## src/rtl/rv32i_pkg.sv

```systemverilog
// rv32i_pkg: opcodes, bubble instruction word and register-index type
// shared by the rv32i decode/operand-fetch slice.
package rv32i_pkg;

  localparam logic [6:0] OPC_LUI    = 7'b0110111;
  localparam logic [6:0] OPC_AUIPC  = 7'b0010111;
  localparam logic [6:0] OPC_JAL    = 7'b1101111;
  localparam logic [6:0] OPC_JALR   = 7'b1100111;
  localparam logic [6:0] OPC_BRANCH = 7'b1100011;
  localparam logic [6:0] OPC_LOAD   = 7'b0000011;
  localparam logic [6:0] OPC_STORE  = 7'b0100011;
  localparam logic [6:0] OPC_OPIMM  = 7'b0010011;
  localparam logic [6:0] OPC_OP     = 7'b0110011;

  // addi x0,x0,0: the bubble injected on a load-use stall
  localparam logic [31:0] NOP_IW = 32'h0000_0013;

  typedef logic [4:0] reg_idx_t;

  // Opcodes whose rd field is a real destination
  function automatic logic opc_writes_rd(input logic [6:0] opc);
    return (opc == OPC_LUI)  || (opc == OPC_AUIPC) || (opc == OPC_JAL) ||
           (opc == OPC_JALR) || (opc == OPC_LOAD)  || (opc == OPC_OPIMM) ||
           (opc == OPC_OP);
  endfunction

endpackage

```

## src/rtl/rv32i_regfile.sv

```systemverilog
// rv32i_regfile: 32-entry register file, one synchronous write port and
// two asynchronous read ports; x0 is hardwired to zero.
module rv32i_regfile
  import rv32i_pkg::*;
#(
  parameter int DATA_W = 32
) (
  input  logic              clk,
  input  logic              reset,
  input  logic              we,
  input  reg_idx_t          waddr,
  input  logic [DATA_W-1:0] wdata,
  input  reg_idx_t          raddr_a,
  output logic [DATA_W-1:0] rdata_a,
  input  reg_idx_t          raddr_b,
  output logic [DATA_W-1:0] rdata_b
);

  logic [DATA_W-1:0] regs_reg [32];

  // Clear everything on reset, otherwise write any register except x0
  always_ff @(posedge clk) begin
    if (reset) begin
      for (int i = 0; i < 32; i++) begin
        regs_reg[i] <= '0;
      end
    end else if (we && (waddr != 5'd0)) begin
      regs_reg[waddr] <= wdata;
    end
  end

  // x0 reads as zero regardless of array contents
  assign rdata_a = (raddr_a == 5'd0) ? '0 : regs_reg[raddr_a];
  assign rdata_b = (raddr_b == 5'd0) ? '0 : regs_reg[raddr_b];

endmodule

```

## src/rtl/rv32i_id_operand_fetch.sv

```systemverilog
// rv32i_id_operand_fetch: decode / operand-fetch stage. Resolves rs1/rs2
// through an EX > MEM > WB > regfile bypass, stalls one cycle on load-use
// and registers operands plus control into the ID/EX register.
// Optional build macro: RV32I_ID_PERF_CNT_EN adds stall_cnt / fwd_cnt.
module rv32i_id_operand_fetch #(
  parameter int          DATA_W = 32,
  parameter logic [31:0] NOP_IW = rv32i_pkg::NOP_IW
) (
  input  logic              clk,
  input  logic              reset,
  input  logic [31:0]       pc_in,
  input  logic [31:0]       iw_in,
  input  logic              df_ex_enable,
  input  logic [4:0]        df_ex_reg,
  input  logic [DATA_W-1:0] df_ex_data,
  input  logic              df_ex_is_load,
  input  logic              df_mem_enable,
  input  logic [4:0]        df_mem_reg,
  input  logic [DATA_W-1:0] df_mem_data,
  input  logic              wb_en_in,
  input  logic [4:0]        wb_reg_in,
  input  logic [DATA_W-1:0] wb_data_in,
  output logic              stall_out,
  output logic [31:0]       pc_out,
  output logic [31:0]       iw_out,
  output logic [DATA_W-1:0] rs1_data_out,
  output logic [DATA_W-1:0] rs2_data_out,
  output logic              wb_en_out,
  output logic [4:0]        wb_reg_out
`ifdef RV32I_ID_PERF_CNT_EN
  ,
  output logic [31:0]       stall_cnt,
  output logic [31:0]       fwd_cnt
`endif
);

  import rv32i_pkg::*;

  logic [6:0]        opcode;
  reg_idx_t          rd;
  reg_idx_t          rs_addr [2];
  logic [DATA_W-1:0] rf_data [2];
  logic [DATA_W-1:0] rs_val  [2];
  logic              rs_used [2];
  logic              wb_en_dec;

  logic [31:0]       pc_reg, pc_next;
  logic [31:0]       iw_reg, iw_next;
  logic [DATA_W-1:0] rs1_reg, rs1_next;
  logic [DATA_W-1:0] rs2_reg, rs2_next;
  logic              wb_en_reg, wb_en_next;
  reg_idx_t          wb_reg_reg, wb_reg_next;

  assign opcode     = iw_in[6:0];
  assign rd         = iw_in[11:7];
  assign rs_addr[0] = iw_in[19:15];
  assign rs_addr[1] = iw_in[24:20];

  assign rs_used[0] = (opcode != OPC_LUI) && (opcode != OPC_AUIPC) && (opcode != OPC_JAL);
  assign rs_used[1] = (opcode == OPC_OP) || (opcode == OPC_STORE) || (opcode == OPC_BRANCH);
  assign wb_en_dec  = opc_writes_rd(opcode) && (rd != 5'd0);

  rv32i_regfile #(
    .DATA_W (DATA_W)
  ) u_regfile (
    .clk     (clk),
    .reset   (reset),
    .we      (wb_en_in),
    .waddr   (wb_reg_in),
    .wdata   (wb_data_in),
    .raddr_a (rs_addr[0]),
    .rdata_a (rf_data[0]),
    .raddr_b (rs_addr[1]),
    .rdata_b (rf_data[1])
  );

  // Per-source bypass: youngest producer wins, WB write-through beats the array
  generate
    for (genvar gi = 0; gi < 2; gi++) begin : g_resolve
      logic ex_hit, mem_hit, wb_hit;
      assign ex_hit  = df_ex_enable  && (df_ex_reg  == rs_addr[gi]);
      assign mem_hit = df_mem_enable && (df_mem_reg == rs_addr[gi]);
      assign wb_hit  = wb_en_in      && (wb_reg_in  == rs_addr[gi]);
      assign rs_val[gi] = (rs_addr[gi] == 5'd0) ? '0          :
                          ex_hit                ? df_ex_data  :
                          mem_hit               ? df_mem_data :
                          wb_hit                ? wb_data_in  :
                                                  rf_data[gi];
    end
  endgenerate

  // A load in EX has no data yet; hold IF one cycle until it reaches MEM
  assign stall_out = df_ex_is_load && df_ex_enable && (df_ex_reg != 5'd0) &&
                     ((rs_used[0] && (df_ex_reg == rs_addr[0])) ||
                      (rs_used[1] && (df_ex_reg == rs_addr[1])));

  // Next ID/EX contents: the decoded instruction, or a bubble while stalled
  always_comb begin
    pc_next     = pc_in;
    iw_next     = iw_in;
    rs1_next    = rs_val[0];
    rs2_next    = rs_val[1];
    wb_en_next  = wb_en_dec;
    wb_reg_next = rd;
    if (stall_out) begin
      iw_next     = NOP_IW;
      rs1_next    = '0;
      rs2_next    = '0;
      wb_en_next  = 1'b0;
      wb_reg_next = 5'd0;
    end
  end

  // ID/EX pipeline register; reset overrides any pending stall
  always_ff @(posedge clk) begin
    if (reset) begin
      pc_reg     <= '0;
      iw_reg     <= '0;
      rs1_reg    <= '0;
      rs2_reg    <= '0;
      wb_en_reg  <= 1'b0;
      wb_reg_reg <= 5'd0;
    end else begin
      pc_reg     <= pc_next;
      iw_reg     <= iw_next;
      rs1_reg    <= rs1_next;
      rs2_reg    <= rs2_next;
      wb_en_reg  <= wb_en_next;
      wb_reg_reg <= wb_reg_next;
    end
  end

  assign pc_out       = pc_reg;
  assign iw_out       = iw_reg;
  assign rs1_data_out = rs1_reg;
  assign rs2_data_out = rs2_reg;
  assign wb_en_out    = wb_en_reg;
  assign wb_reg_out   = wb_reg_reg;

`ifdef RV32I_ID_PERF_CNT_EN
  logic        rs_fwd [2];
  logic        fwd_any;
  logic [31:0] stall_cnt_reg, fwd_cnt_reg;

  generate
    for (genvar gi = 0; gi < 2; gi++) begin : g_fwd
      assign rs_fwd[gi] = rs_used[gi] && (rs_addr[gi] != 5'd0) &&
                          ((df_ex_enable  && (df_ex_reg  == rs_addr[gi])) ||
                           (df_mem_enable && (df_mem_reg == rs_addr[gi])));
    end
  endgenerate

  assign fwd_any = rs_fwd[0] || rs_fwd[1];

  // Saturating event counters
  always_ff @(posedge clk) begin
    if (reset) begin
      stall_cnt_reg <= '0;
      fwd_cnt_reg   <= '0;
    end else begin
      if (stall_out && (stall_cnt_reg != 32'hFFFF_FFFF)) begin
        stall_cnt_reg <= stall_cnt_reg + 32'd1;
      end
      if (!stall_out && fwd_any && (fwd_cnt_reg != 32'hFFFF_FFFF)) begin
        fwd_cnt_reg <= fwd_cnt_reg + 32'd1;
      end
    end
  end

  assign stall_cnt = stall_cnt_reg;
  assign fwd_cnt   = fwd_cnt_reg;
`endif

endmodule

```

## config.mk

```make
export PLATFORM = sky130hd
export DESIGN_NAME = rv32i_id_operand_fetch
export DESIGN_NICKNAME = d
export VERILOG_FILES = /design/src/rtl/rv32i_pkg.sv /design/src/rtl/rv32i_regfile.sv /design/src/rtl/rv32i_id_operand_fetch.sv
export SDC_FILE = /design/constraint.sdc
export NUM_CORES = 2
export LEC_CHECK = 0
export CELL_PAD_IN_SITES_DETAIL_PLACEMENT = 1
export CELL_PAD_IN_SITES_GLOBAL_PLACEMENT = 2
export CORE_ASPECT_RATIO = 0.75
export CORE_MARGIN = 8
export CORE_UTILIZATION = 44
export DETAILED_ROUTE_END_ITERATION = 16
export PLACE_DENSITY = 0.88
export SLEW_MARGIN = 0
export SYNTH_ARGS = -nofsm -noshare
export SYNTH_HDL_FRONTEND = slang
export SYNTH_SLANG_ARGS = --single-unit
```

## constraint.sdc

```tcl
create_clock -name clk -period 5.5 [get_ports clk]
set_input_delay 0.55 -clock clk [delete_from_list [all_inputs] [get_ports clk]]
set_output_delay 0.55 -clock clk [all_outputs]
set_load 0.005 [all_outputs]
```

Word-level counts from Yosys, hierarchy flattened
Memory sizes are Yosys's and may differ from the RTL's.
Index checks and enable logic that the tools add are counted.
{"block": "op_classes", "shift": 0, "magnitude_cmp": 0, "addsub": 0, "div": 0, "bitwise": 0, "muxes": 15, "eq_ne": 18, "n_mul": 0, "reduce_logical": 33}
{"op": "$mux W32", "n": 7}
{"op": "$reduce_or A32 Y1", "n": 1}
{"op": "$eq A5 B5 Y1", "n": 6}
{"op": "$eq A7 B6 Y1 const B", "n": 3}
{"op": "$eq A7 B7 Y1 const B", "n": 3}
{"op": "$logic_and A1 B1 Y1", "n": 15}
{"op": "$reduce_bool A5 Y1", "n": 3}
{"op": "$eq A7 B5 Y1 const B", "n": 2}
{"op": "$logic_not A5 Y1", "n": 2}
{"op": "$mux W5", "n": 2}
{"op": "$logic_or A1 B1 Y1", "n": 9}
{"op": "$eq A7 B2 Y1 const B", "n": 1}
{"op": "$ne A7 B5 Y1 const B", "n": 1}
{"op": "$ne A7 B6 Y1 const B", "n": 1}
{"op": "$ne A7 B7 Y1 const B", "n": 1}
{"op": "$mux W1", "n": 6}
{"op": "$reduce_or A3 Y1", "n": 2}
{"op": "$reduce_or A2 Y1", "n": 1}
{"block": "word_totals", "register_bits": 134, "in_bits": 181, "n_memories": 1, "romBits": 0, "out_inout_bits": 135, "wordCells": 74, "mem_bits_rw": 1024, "latchBits": 0}
{"name": "u_regfile.regs_reg", "words": 32, "word_bits": 32, "read_ports": 2, "rd_clocked_by_memory_dff": 0, "write_ports": 32, "line_no": "rv32i_regfile.sv:19", "text": "logic [DATA_W-1:0] regs_reg [32];"}

Depth between registers and ports, before layout
{"block": "depth", "depth_word": 8, "mapped_depth": 10, "depth_no_buf": 7}

Modules after synthesis
Synthesis repeated with hierarchy kept, for this count alone.
{"block": "hier_totals", "hier_cells": 4240, "area_unflattened_um2": 60929.7}
{"mod": "rv32i_regfile", "cells_per_inst": 3502, "area_each_um2": 54253.3, "seq_area_each_um2": 30749.5, "n_inst": 1}
{"mod": "rv32i_id_operand_fetch", "cells_per_inst": 738, "area_each_um2": 6676.4, "seq_area_each_um2": 2582.5, "n_inst": 1}

Worst setup path after synthesis
OpenSTA, ideal clock, no wires.
{"block": "synth_path", "path_kind": "input-to-reg", "startpoint": "input port wb_reg_in[2]", "endpoint": "memory u_regfile.regs_reg[12][0], enable pin", "t_required_ns": 5.034, "path_buffers": 3, "slack_ns": 1.300, "path_stages": 6, "setup_time_ns": 0.466, "arrival_time_ns": 3.734, "cell_sequence": "buf_2 > or3_1 > clkbuf_1 > nand4bb_1 > buf_2 > o21ai_0"}
{"item": "from (decl)", "line_no": "rv32i_id_operand_fetch.sv:21", "text": "input logic [4:0] wb_reg_in,"}
{"item": "to (decl)", "line_no": "rv32i_regfile.sv:19"}

Worst setup path after layout
{"block": "layout_path", "startpoint": "input port iw_in[19]", "endpoint": "output port stall_out"}
{"block": "layout_between", "elab_chain_cells": 4}
{"item": "from (decl)", "line_no": "rv32i_id_operand_fetch.sv:12", "text": "input logic [31:0] iw_in,"}
{"item": "$eq A5 B5 Y1", "line_no": "rv32i_id_operand_fetch.sv:94", "text": "((rs_used[0] && (df_ex_reg == rs_addr[0])) ||"}
{"item": "$logic_and A1 B1 Y1", "line_no": "rv32i_id_operand_fetch.sv:94"}
{"item": "$logic_or A1 B1 Y1", "line_no": "rv32i_id_operand_fetch.sv:94"}
{"item": "$logic_and A1 B1 Y1", "line_no": "rv32i_id_operand_fetch.sv:93", "text": "assign stall_out = df_ex_is_load && df_ex_enable && (df_ex_reg != 5'd0) &&"}
{"item": "to (decl)", "line_no": "rv32i_id_operand_fetch.sv:23", "text": "output logic stall_out,"}
Every way passes these cells.

==> metrics <==
vias in the first global route 44,500; status complete, no violations; Synth Area in Adders 0%; WHS 0.176 ns; unrepaired setup endpoints after global routing false; synthesis-stage register bit count 1,153; final design instance area without fill 69,300 sq um; power share of the clock group 38.9%; num ports 316; global-route wire length before repair 330 mm; sequential share of the synthesized area 55.1%; Worst Tran Pin Value 1.39 ns; Num CTS Buffers 117; Total Die Area 150,000 sq um; clk slew on worst S/H paths 0.06 ns; crit path from iw_in[19]; largest area contributor in the netlist edfxtp_1; crit path DAT 3.30 ns; headroom to the max-slew limit 7.29%; # setup viols final 0; Initial Util 44.1%; Sw Ratio 26.0%; Synth cell types 75; Int Pwr 15.8 mW; pin count of the biggest net entering global routing 123; net load switching power 5.57 mW; placed instance area 65,400 sq um; core area 137,000 sq um; XOR/XNOR Fraction of Synth Area 0.434%; Peak VDD IR 0.260 mV; Fin Setup TNS 0 ns; GRT overflow 0; final WL 233 mm; drt pass-1 iters 5; share of cells above drive strength 1 18.0%; Vias/cell 6.73; crit path kind in2out; WL/cell 36.0 um; post-synthesis simple-gate area fraction 14.1%; Final period util 70.0%; ys async rst share 0%; final hold violations 0; Post-synth EDFFs 1,024; Final ANT Viol Nets 0; fill cell count 13,500; # rows 118; r2r startpoint u_regfile.regs_reg[27][27]; commonest non-fill, non-tap cell in the layout edfxtp_1; Power per Cell Area 309 nW/um^2; die height 337 um; Clock Skew 0.0375 ns; clock latency on the worst-skew pair 0.77 ns; combinational family with the most area after synthesis multiplexers; port bufs 315; clock root buffer clkbuf_16; commonest non-fill, non-tap cells in the layout edfxtp_1, and2_1, mux2i_1, mux4_2, clkdlybuf4s50_1; First DRT Iteration DRCs 6,504; area fraction of the dominant cell type after synthesis 50.8%; initial antenna violation count 7; Clock Tree Buf Depth 3; post-DP HPWL 148 mm; Compound-Gate Fraction of Synth Area 7.40%; share of power burned in combinational logic 12.5%; area grow syn2layout 14.5%; Synth Instances 4,417; Critical Path RT 4.95 ns; GPL Wtd Cong 0.916; GRT Resource Usage Total 30.1%; TritonCTS Sinks 1,153; Die W 444 um; Main synth FF type edfxtp_1; Vias 43,600; max reg flops 1,024; Hold Crit Start iw_in[18]; top post-synthesis cells by area edfxtp_1, mux4_2, and2_1; hold buffer count at CTS 0; Min-Delay Path Class in2reg; Nets 4,757; H-tree depth 3; Peak Freq 260 MHz; drc violations 0; Slew Viols, Final 0; Ys Warns 0; Crit. End Element output port; mux cell area share after synthesis 18.9%; post-CTS setup buffer count 0; CTS tree done; Lkg Pwr 24.4 nW; crit path max fanout 29; Synth Cell Area 60,500 sq um; shortest period the worst path allows 3.85 ns; cts repair resizes 0; Mean Syn Cell Area 13.7 sq um; Sequential Power Share 48.5%; Max Cap Viol 0; Startpoint Class input port
-- area by class of cell --
cell class                      count  area, sq um  area share [%]
Inverter                            2         10.0          0.0144
Antenna cell                        5         12.5          0.0180
Sequential cell                  1153        33300            48.1
Tap cell                         1800         2250            3.25
Multi-Input combinational cell   2828        25400            36.6
Clock buffer                      158         3270            4.71
Timing Repair Buffer              474         4460            6.43
Clock inverter                     62          608           0.877
-- power by group through the flow --
stage	logic, mW	registers, mW	clock network, mW
final	2.68	10.4	8.34
after global routing	2.77	10.4	8.67
after global placement	2.57	10.5	0
after CTS	2.64	10.4	8.36
after detailed placement	2.62	10.6	0
after floorplan	1.49	10.4	0
-- path summary, 6_finish.rpt --
| check | end | slack [ns] | depth (start not counted) |
|---|---|---|---|
| setup / recovery | stall_out | 1.65 | 8 |
| hold / removal | iw_out[18] | 0.18 | 2 |
| setup reg to reg | rs2_data_out[27] | 3.30 | 6 |
| hold reg to reg | rs1_data_out[2] | 0.87 | 4 |
-- synthesized netlist by cell type (6+ instances only) --
| library cell | instances |
|---|---|
| o22a_1 | 13 |
| and2_1 | 995 |
| buf_4 | 59 |
| a21oi_1 | 58 |
| xnor2_1 | 26 |
| mux2i_1 | 327 |
| nand2_1 | 107 |
| a22o_1 | 41 |
| a221o_1 | 44 |
| nand3_1 | 34 |
| a221oi_1 | 6 |
| a22oi_1 | 124 |
| buf_2 | 89 |
| nor3_1 | 70 |
| dfxtp_1 | 129 |
| buf_1 | 6 |
| buf_12 | 8 |
| mux2_2 | 61 |
| o32a_1 | 6 |
| nor2_2 | 10 |
| edfxtp_1 | 1024 |
| nor2b_1 | 65 |
| nand3b_1 | 9 |
| mux4_1 | 13 |
| a2111oi_2 | 15 |
| o21ai_0 | 76 |
| o21ai_1 | 7 |
| a31oi_1 | 14 |
| o2111ai_1 | 23 |
| o22ai_1 | 111 |
| nand4_1 | 18 |
| clkbuf_1 | 266 |
| nor2_1 | 67 |
| a211oi_1 | 57 |
| and3_1 | 31 |
| mux4_2 | 317 |
| buf_6 | 31 |
-- through the flow --
step	worst slack (ns)	utilization [%]	power (mW)	instances
after floorplan	1.30	-	11.9	4448
after global placement	1.16	47.7	13.1	6257
after detailed placement	1.45	47.7	13.2	6257
after CTS	1.65	50.5	21.4	6477
after global routing	1.50	50.5	21.9	6478
final	1.65	50.5	21.4	6482
-- cells by family after synthesis --
| logic type | Yosys count |
|---|---|
| and+or+nand+nor | 1435 |
| DFF | 1153 |
| muxes | 719 |
| AOI/OAI and AO/OA | 612 |
| buffers and inverters | 467 |
| xor gates and xnor gates | 30 |
| other | 1 |
-- worst max-delay path, stage by stage --
cell             delay, ns
clkdlybuf4s50_1       0.79
xnor2_1               0.19
nand3_1               0.20
a311oi_1              0.33
o2111ai_2             0.29
buf_4                 0.31
inv_2                 0.12
clkdlybuf4s50_1       0.51
-- per-layer routing --
| layer | track usage (%) | up-vias | share of wire [%] |
|---|---|---|---|
| met3 | 8.62 | 609 | 13 |
| met2 | 45.1 | 3312 | 43 |
| met1 | 40.4 | 22600 | 38 |
| met5 | 0 | - | 0 |
| li1 | - | 17100 | - |
| met4 | 15.0 | 0 | 5.8 |
Note: power is estimated with default switching activity, not from simulation.
